--- src/rtl/reg_file_sb_if.sv ---
// Bus bundle for reg_file_sb: read, write, reserve and clear requests,
// plus registered read data, valid flags and sweep status.
interface reg_file_sb_if #(
   parameter int WORD_SIZE = 16,
   parameter int NIB_SIZE  = 4
);
   logic                 get_enable;
   logic [NIB_SIZE-1:0]  num1;
   logic [NIB_SIZE-1:0]  num2;
   logic                 set_enable;
   logic [NIB_SIZE-1:0]  setnum;
   logic [WORD_SIZE-1:0] setval;
   logic                 reserve_enable;
   logic [NIB_SIZE-1:0]  reserve_num;
   logic                 clear_enable;
   logic [WORD_SIZE-1:0] out1;
   logic [WORD_SIZE-1:0] out2;
   logic                 valid1;
   logic                 valid2;
   logic                 busy;

   modport master (
      output get_enable, num1, num2, set_enable, setnum, setval,
             reserve_enable, reserve_num, clear_enable,
      input  out1, out2, valid1, valid2, busy
   );

   modport slave (
      input  get_enable, num1, num2, set_enable, setnum, setval,
             reserve_enable, reserve_num, clear_enable,
      output out1, out2, valid1, valid2, busy
   );
endinterface

--- src/rtl/reg_file_sb.sv ---
// Two-read/one-write register file with write forwarding, per-register
// pending (reservation) bits and a one-register-per-cycle clear sweep.
module reg_file_sb #(
   parameter int WORD_SIZE     = 16,
   parameter int NIB_SIZE      = 4,
   parameter int REG_COUNT     = 16,
   parameter bit HARDWIRE_ZERO = 1'b0
) (
   input logic          clk,
   input logic          reset_enable,
   reg_file_sb_if.slave bus
);

   typedef enum logic {IDLE, SWEEP} state_t;

   localparam logic [NIB_SIZE-1:0] LAST_IDX = NIB_SIZE'(REG_COUNT - 1);

   state_t               state_q, state_d;
   logic [NIB_SIZE-1:0]  idx_q, idx_d;
   logic [WORD_SIZE-1:0] data_q [REG_COUNT];
   logic [REG_COUNT-1:0] pending_q;
   logic [WORD_SIZE-1:0] out1_q, out2_q;
   logic                 valid1_q, valid2_q;
   logic                 set_ok, rsv_ok;
   logic [WORD_SIZE-1:0] rd1_val, rd2_val;
   logic                 rd1_vld, rd2_vld;

   function automatic logic in_range(input logic [NIB_SIZE-1:0] num);
      return int'(num) < REG_COUNT;
   endfunction

   function automatic logic is_zero_reg(input logic [NIB_SIZE-1:0] num);
      return HARDWIRE_ZERO && (num == '0);
   endfunction

   // Returns {valid, data} for one read port, forwarding a same-cycle write.
   function automatic logic [WORD_SIZE:0] read_port(input logic [NIB_SIZE-1:0] num);
      logic [WORD_SIZE:0] r;
      if (is_zero_reg(num))
         r = {1'b1, {WORD_SIZE{1'b0}}};
      else if (set_ok && (bus.setnum == num))
         r = {1'b1, bus.setval};
      else if (!in_range(num))
         r = {1'b1, {WORD_SIZE{1'b0}}};
      else
         r = {~pending_q[num], data_q[num]};
      return r;
   endfunction

   always_comb begin
      set_ok = bus.set_enable && in_range(bus.setnum) && !is_zero_reg(bus.setnum);
      rsv_ok = bus.reserve_enable && in_range(bus.reserve_num) && !is_zero_reg(bus.reserve_num);
      {rd1_vld, rd1_val} = read_port(bus.num1);
      {rd2_vld, rd2_val} = read_port(bus.num2);
   end

   // NOTE: every always_comb output gets a default first so no path can infer a latch.
   always_comb begin
      state_d = state_q;
      idx_d   = idx_q;
      case (state_q)
         IDLE: begin
            if (bus.clear_enable) begin
               state_d = SWEEP;
               idx_d   = '0;
            end
         end
         SWEEP: begin
            idx_d = idx_q + NIB_SIZE'(1);
            if (idx_q == LAST_IDX) begin
               state_d = IDLE;
               idx_d   = '0;
            end
         end
         default: begin
            state_d = IDLE;
            idx_d   = '0;
         end
      endcase
   end

   // NOTE: sequential state uses non-blocking assignments so all flops update together.
   always_ff @(posedge clk) begin
      if (reset_enable) begin
         state_q <= IDLE;
         idx_q   <= '0;
      end else begin
         state_q <= state_d;
         idx_q   <= idx_d;
      end
   end

   // NOTE: the register array is reset explicitly, so it maps to flops rather than a RAM macro.
   always_ff @(posedge clk) begin
      if (reset_enable) begin
         for (int i = 0; i < REG_COUNT; i++) data_q[i] <= '0;
         pending_q <= '0;
         out1_q    <= '0;
         out2_q    <= '0;
         valid1_q  <= 1'b0;
         valid2_q  <= 1'b0;
      end else if (state_q == IDLE) begin
         if (set_ok) begin
            data_q[bus.setnum]    <= bus.setval;
            pending_q[bus.setnum] <= 1'b0;
         end
         // Reserve follows the write so a same-register reserve leaves it pending.
         if (rsv_ok) pending_q[bus.reserve_num] <= 1'b1;
         if (bus.get_enable) begin
            out1_q   <= rd1_val;
            out2_q   <= rd2_val;
            valid1_q <= rd1_vld;
            valid2_q <= rd2_vld;
         end
      end else begin
         data_q[idx_q]    <= '0;
         pending_q[idx_q] <= 1'b0;
         if (bus.get_enable) begin
            out1_q   <= '0;
            out2_q   <= '0;
            valid1_q <= 1'b0;
            valid2_q <= 1'b0;
         end
      end
   end

   assign bus.out1   = out1_q;
   assign bus.out2   = out2_q;
   assign bus.valid1 = valid1_q;
   assign bus.valid2 = valid2_q;
   assign bus.busy   = (state_q == SWEEP);

endmodule

--- src/flat_wrapper.sv ---
// flat-port wrapper written by rule: the top's interface ports become plain ports
module reg_file_sb_flat 
#(
   parameter int WORD_SIZE     = 16,
   parameter int NIB_SIZE      = 4,
   parameter int REG_COUNT     = 16,
   parameter bit HARDWIRE_ZERO = 1'b0
)
  (clk, reset_enable, bus_get_enable, bus_num1, bus_num2, bus_set_enable, bus_setnum, bus_setval, bus_reserve_enable, bus_reserve_num, bus_clear_enable, bus_out1, bus_out2, bus_valid1, bus_valid2, bus_busy);
  reg_file_sb_if #(.WORD_SIZE(WORD_SIZE), .NIB_SIZE(NIB_SIZE)) bus_i ();
  input logic clk;
  input logic reset_enable;
  input wire logic [$bits(bus_i.get_enable)-1:0] bus_get_enable;
  input wire logic [$bits(bus_i.num1)-1:0] bus_num1;
  input wire logic [$bits(bus_i.num2)-1:0] bus_num2;
  input wire logic [$bits(bus_i.set_enable)-1:0] bus_set_enable;
  input wire logic [$bits(bus_i.setnum)-1:0] bus_setnum;
  input wire logic [$bits(bus_i.setval)-1:0] bus_setval;
  input wire logic [$bits(bus_i.reserve_enable)-1:0] bus_reserve_enable;
  input wire logic [$bits(bus_i.reserve_num)-1:0] bus_reserve_num;
  input wire logic [$bits(bus_i.clear_enable)-1:0] bus_clear_enable;
  output wire logic [$bits(bus_i.out1)-1:0] bus_out1;
  output wire logic [$bits(bus_i.out2)-1:0] bus_out2;
  output wire logic [$bits(bus_i.valid1)-1:0] bus_valid1;
  output wire logic [$bits(bus_i.valid2)-1:0] bus_valid2;
  output wire logic [$bits(bus_i.busy)-1:0] bus_busy;
  assign bus_i.get_enable = bus_get_enable;
  assign bus_i.num1 = bus_num1;
  assign bus_i.num2 = bus_num2;
  assign bus_i.set_enable = bus_set_enable;
  assign bus_i.setnum = bus_setnum;
  assign bus_i.setval = bus_setval;
  assign bus_i.reserve_enable = bus_reserve_enable;
  assign bus_i.reserve_num = bus_reserve_num;
  assign bus_i.clear_enable = bus_clear_enable;
  assign bus_out1 = bus_i.out1;
  assign bus_out2 = bus_i.out2;
  assign bus_valid1 = bus_i.valid1;
  assign bus_valid2 = bus_i.valid2;
  assign bus_busy = bus_i.busy;
  reg_file_sb #(.WORD_SIZE(WORD_SIZE), .NIB_SIZE(NIB_SIZE), .REG_COUNT(REG_COUNT), .HARDWIRE_ZERO(HARDWIRE_ZERO)) u_core (.clk(clk), .reset_enable(reset_enable), .bus(bus_i));
endmodule
--- config.mk ---
export PLATFORM = sky130hd
export DESIGN_NAME = reg_file_sb_flat
export DESIGN_NICKNAME = d
export VERILOG_FILES = /design/src/rtl/reg_file_sb_if.sv /design/src/rtl/reg_file_sb.sv /design/src/flat_wrapper.sv
export SDC_FILE = /design/constraint.sdc
export NUM_CORES = 1
export LEC_CHECK = 0
export ABC_AREA = 1
export CAP_MARGIN = 20
export CORE_AREA = 4 4 208 261
export CTS_BUF_LIST = sky130_fd_sc_hd__clkbuf_2
export DETAILED_ROUTE_END_ITERATION = 10
export DIE_AREA = 0 0 212 265
export DONT_BUFFER_PORTS = 1
export PLACE_DENSITY = 0.48
export SLEW_MARGIN = 0
export SYNTH_ARGS = -nofsm -noshare
export SYNTH_HDL_FRONTEND = slang
export SYNTH_SLANG_ARGS = --single-unit
--- constraint.sdc ---
create_clock -name clk -period 2.4 [get_ports clk]
set_clock_uncertainty 0.05 [all_clocks]
set_input_delay 0.12 -clock clk [delete_from_list [all_inputs] [get_ports clk]]
set_output_delay 0.12 -clock clk [all_outputs]
set_load 0.1 [all_outputs]
Yosys cells after proc, flatten, opt, wreduce, memory -nomap -nowiden
Memories as Yosys holds them, arrays and structs flattened.
Index checks and enable logic that the tools add are counted.
- order comparisons: 8
- multiplexer cells: 48
- reductions and logical operators: 7
- shifts and indexed selects: 0
- multipliers: 0
- $add $sub $neg: 1
- bitwise operators: 8
- equal/unequal tests: 4
- divide/modulo/power cells: 0
- operators by type and width (kind ; number):
    $mux W16 ; 12
    $mux W17 ; 2
    $and A16 B16 Y16 ; 2
    $not A16 Y16 ; 2
    $reduce_or A16 Y1 ; 2
    $lt A4 B5 Y1 const B ; 5
    $mux W1 ; 23
    $mux W4 ; 4
    $or A16 B16 Y16 ; 1
    $demux W1 S4 ; 3
    $ge A4 B1 Y1 const B ; 3
    $bmux W1 S4 ; 2
    $eq A4 B4 Y1 ; 2
    $pmux W4 S2 ; 1
    $logic_and A1 B1 Y1 ; 5
    $add A4 B1 Y4 const B ; 1
    $eq A4 B4 Y1 const B ; 1
    $not A1 Y1 ; 3
    $ne A2 B2 Y1 const B ; 1
    $pmux W1 S2 ; 1
- bits in latches: 0
- bits in registers: 55
- memories kept: 1
- logic and storage cells: 84
- ROM bits: 0
- bits in writable memories: 256
- output and inout port bits: 35
- memory list (memory ; words ; width ; rd ports ; clocked after memory_dff ; write ports ; line ; source):
    u_core.data_q ; 16 ; 16 ; 2 ; 0 ; 16 ; reg_file_sb.sv:20 ; logic [WORD_SIZE-1:0] data_q [REG_COUNT];

Depth between registers and ports, before layout
- word-level depth: 12
- mapped depth: 11
- mapped depth without buffers: 9

Worst setup path after synthesis
No wires, ideal clock.
- path kind: reg2reg
- start: reg u_core.state_q (netlist: u_core.bus.busy)
- end: mem u_core.data_q[11][0], enable pin
- buffers on the path: 2
- clock period less this slack: 3.016 ns
- slack: -0.616 ns
- data required time: 1.978 ns
- cell stages (with the launch flop): 9
- arrival: 2.594 ns
- path through: dfxtp_1 > buf_4 > nand2_8 > o21ai_2 > inv_1 > nor3_4 > nand2_4 > buf_6 > nand2_1
- RTL lines (element ; line ; source):
    from (decl) ; reg_file_sb.sv:18 ; state_t state_q, state_d;
    from (signal assigned) ; reg_file_sb.sv:88 ; state_q <= state_d;
    to (decl) ; reg_file_sb.sv:20 ;

==> flow_summary.json <==
{
  "status": "complete, but fails checks",
  "failed_checks": "negative setup slack",
  "die_area_um2": 56180,
  "clk_path_buf_depth": 3,
  "hold_path_class": "in2reg",
  "synth.area.top_cells": "edfxtp_1 43%, nand2_1 14%, nand3_1 13%",
  "r2r_start": "u_core.data_q[11][6]$_SDFFCE_PN0P_",
  "cts_tree": "yes",
  "netlist.area_leader.share_pct": 42.79,
  "finalWeightedCongestion": 0.8395,
  "cts.sinks": 311,
  "grt_pass1_vias": 17330,
  "rsz0062_at_grt": "true",
  "die_x_um": 212,
  "hold_ws_ns": 0.03866,
  "final_cell_mix": "646 x nand2_1, 474 x nand3_1, 348 x nor2_1, 270 x inv_1, 256 x edfxtp_1",
  "regToRegSetupSlack_ns": 0.09,
  "final_common_cell": "nand2_1",
  "crit_arrival_ns": 3.01,
  "hold_viol_final": 0,
  "core_area_um2": 51550,
  "period_minus_slack_ns": 2.449,
  "cp-end-kind": "flip-flop",
  "worstHoldStart": "bus_num2[0]",
  "worstSetupPathType": "in2reg",
  "vias_per_cell": 5.385,
  "die_y_um": 265,
  "ir_drop_mv": 0.2250,
  "grt_usage_pct": 26.29,
  "required_ns": 2.97,
  "drive_above_1_share_pct": 11.83,
  "r2r_cells": 10,
  "antenna_violating_nets_post_route": 0,
  "max_freq_ghz": 0.4083,
  "worstMarginPinSlew_ns": 1.111,
  "dr.first_iter.drc_count": 2059,
  "area_growth_pct": 20.69,
  "dpl.hpwl_mm": 43.54,
  "holdPathEnd": "u_core.bus.out2[6]$_SDFFE_PP0P_",
  "ys_seq_elements": 311,
  "drt_drc_violations_left": 0,
  "boundaryPins": 73,
  "min_path_cells": 8,
  "worstSkewPairLatency_ns": 1.02,
  "finalCritPeriodShare_pct": 102.0,
  "final.setup.worst_slack_ns": -0.04891,
  "layoutNonFillerInstCount": 3320,
  "synthCells": 2405,
  "slew_viol_final": 0,
  "avgSynthCellArea_um2": 7.470,
  "wl_mm": 76.47,
  "drt_pass1_iterations": 6,
  "fin_nets": 2627,
  "critPathLaunchType": "primary input",
  "r2r-end": "u_core.bus.out1[6]$_SDFFE_PP0P_",
  "dp.cells": 3008,
  "antenna_found_initial": 1,
  "root_buffer": "clkbuf_2",
  "grt-ovfl-total": 0,
  "syn_nets": 2447,
  "maxCapViolations": 0,
  "dpl_worst_slack_ns": 0.3245,
  "clk_pin_slew_ns": 0.09,
  "wl_per_cell_um": 23.03,
  "num_vias": 17880,
  "placementRows": 93,
  "syn_area_um2": 17960,
  "initial_core_util_pct": 34.85,
  "ctsHtreeMaxLevel": 3,
  "grt_start_max_net_pins": 94,
  "yosys.area.top_type": "edfxtp_1",
  "ys_seq_area_share_pct": 48.92,
  "p_per_area_nw_per_um2": 596.1,
  "p_leak_nw": 9.869,
  "fillers": 5261,
  "setup_viol": 44,
  "cp_max_fo": 48,
  "cts_buffers": 83,
  "grt_first_pass_wirelength_mm": 111.3,
  "ys_types": 35,
  "ys_warn_count": 0,
  "io_buffers": 0,
  "relSlewSlack_pct": 25.68
}
-- registers in the layout, indices dropped and copies added (netlist names) --
signal / count
u_core.data_q: 256
u_core.bus.out1: 16
u_core.bus.out2: 16
u_core.pending_q: 16
u_core.idx_q: 4
u_core.bus.busy: 1
u_core.bus.valid1: 1
u_core.bus.valid2: 1
-- stage by stage --
stage / util, % / setup TNS, ns / total power [mW] / instance area [um^2]
after detailed placement: 36.96 / 0 / 8.406 / 19050
after CTS: 41.78 / 0 / 12.94 / 21540
after floorplan: - / -14.16 / 7.804 / 17980
final: 42.06 / -0.7614 / 12.92 / 21680
after global routing: 42.06 / -0.5310 / 13.48 / 21680
after global placement: 36.96 / 0 / 8.390 / 19050
-- report_power, final --
group          internal (mW)  total, mW  switching [mW]
clock                   1.64       4.07            2.42
sequential              6.07       6.16          0.0902
combinational          0.799       2.70            1.90
-- metal layers --
| metal | GRT usage (%) | up-vias | wire, um |
|---|---|---|---|
| met5 | 0 | - | 0 |
| met4 | 11.41 | 0 | 2963 |
| met3 | 5.516 | 206 | 7713 |
| met2 | 43.01 | 1000 | 35790 |
| met1 | 33.58 | 8509 | 30000 |
| li1 | - | 8162 | - |
-- worst max path at each step --
stage	start	endpoint	slack [ns]	depth (start not counted)
2_1_floorplan	u_core.bus.busy$_SDFF_PP0_	u_core.data_q[11][0]$_SDFFCE_PN0P_	-0.12	8
6_report	reset_enable	u_core.data_q[13][6]$_SDFFCE_PN0P_	-0.05	10
3_5_place_dp	u_core.idx_q[3]$_SDFFE_PP0P_	u_core.data_q[13][13]$_SDFFCE_PN0P_	0.32	6
4_1_cts	u_core.bus.busy$_SDFF_PP0_	u_core.pending_q[14]$_SDFF_PP0_	0.02	6
3_3_place_gp	u_core.idx_q[0]$_SDFFE_PP0P_	u_core.data_q[11][10]$_SDFFCE_PN0P_	0.35	8
5_1_grt	reset_enable	u_core.data_q[11][13]$_SDFFCE_PN0P_	-0.04	13
-- synth_stat cells, drive strengths merged --
cell type / number
o211ai: 35
nor2: 357
dfxtp: 55
clkinv: 5
buf: 69
nor4: 1
xnor2: 1
o21ai: 11
a21oi: 54
a22oi: 1
clkbuf: 97
xor2: 4
inv: 279
nand2: 673
nand3: 481
ha: 4
nor3: 8
o221ai: 12
edfxtp: 256
a31oi: 2
-- kinds of logic after synthesis --
family                   count (synthesis)  share of synthesized area, %
buffers and inverters                  450                         10.09
flip-flops                             311                         48.92
XOR/XNOR                                 5                        0.2438
adder cells (fa/ha/maj)                  4                        0.2786
AND/OR/NAND/NOR                       1520                         36.27
AO/OA/AOI/OAI                          115                         4.200
-- layout make-up --
| cell class | instances | area, um^2 | share of cell area [%] |
|---|---|---|---|
| inverters | 284 | 1081 | 4.986 |
| repair buffers | 261 | 2745 | 12.66 |
| flip-flops and latches | 311 | 8792 | 40.55 |
| multi-input cells | 1644 | 7430 | 34.27 |
| clock buffers | 130 | 650.6 | 3.001 |
| clock inverters | 24 | 147.6 | 0.6810 |
| diodes | 1 | 2.502 | 0.01154 |
| well taps | 665 | 832.0 | 3.838 |
-- worst max-delay path: stages --
cell,delay (ns)
dlygate4sd3_1,0.54
dlygate4sd3_1,0.63
buf_16,0.23
inv_8,0.19
nand2_8,0.11
o21ai_4,0.32
inv_4,0.10
nor2_4,0.27
nand2_4,0.08
nand2_2,0.36
-- timing repair --
| action | in CTS | in global routing |
|---|---|---|
| endpoints found under the setup margin | 0 | 155 |
| hold buffers | 153 | 4 |
| resized for setup | 0 | 27 |
| hold endpoints to repair | 567 | 5 |
| buffers inserted | 0 | 0 |
(Power assumes the default switching activity.)
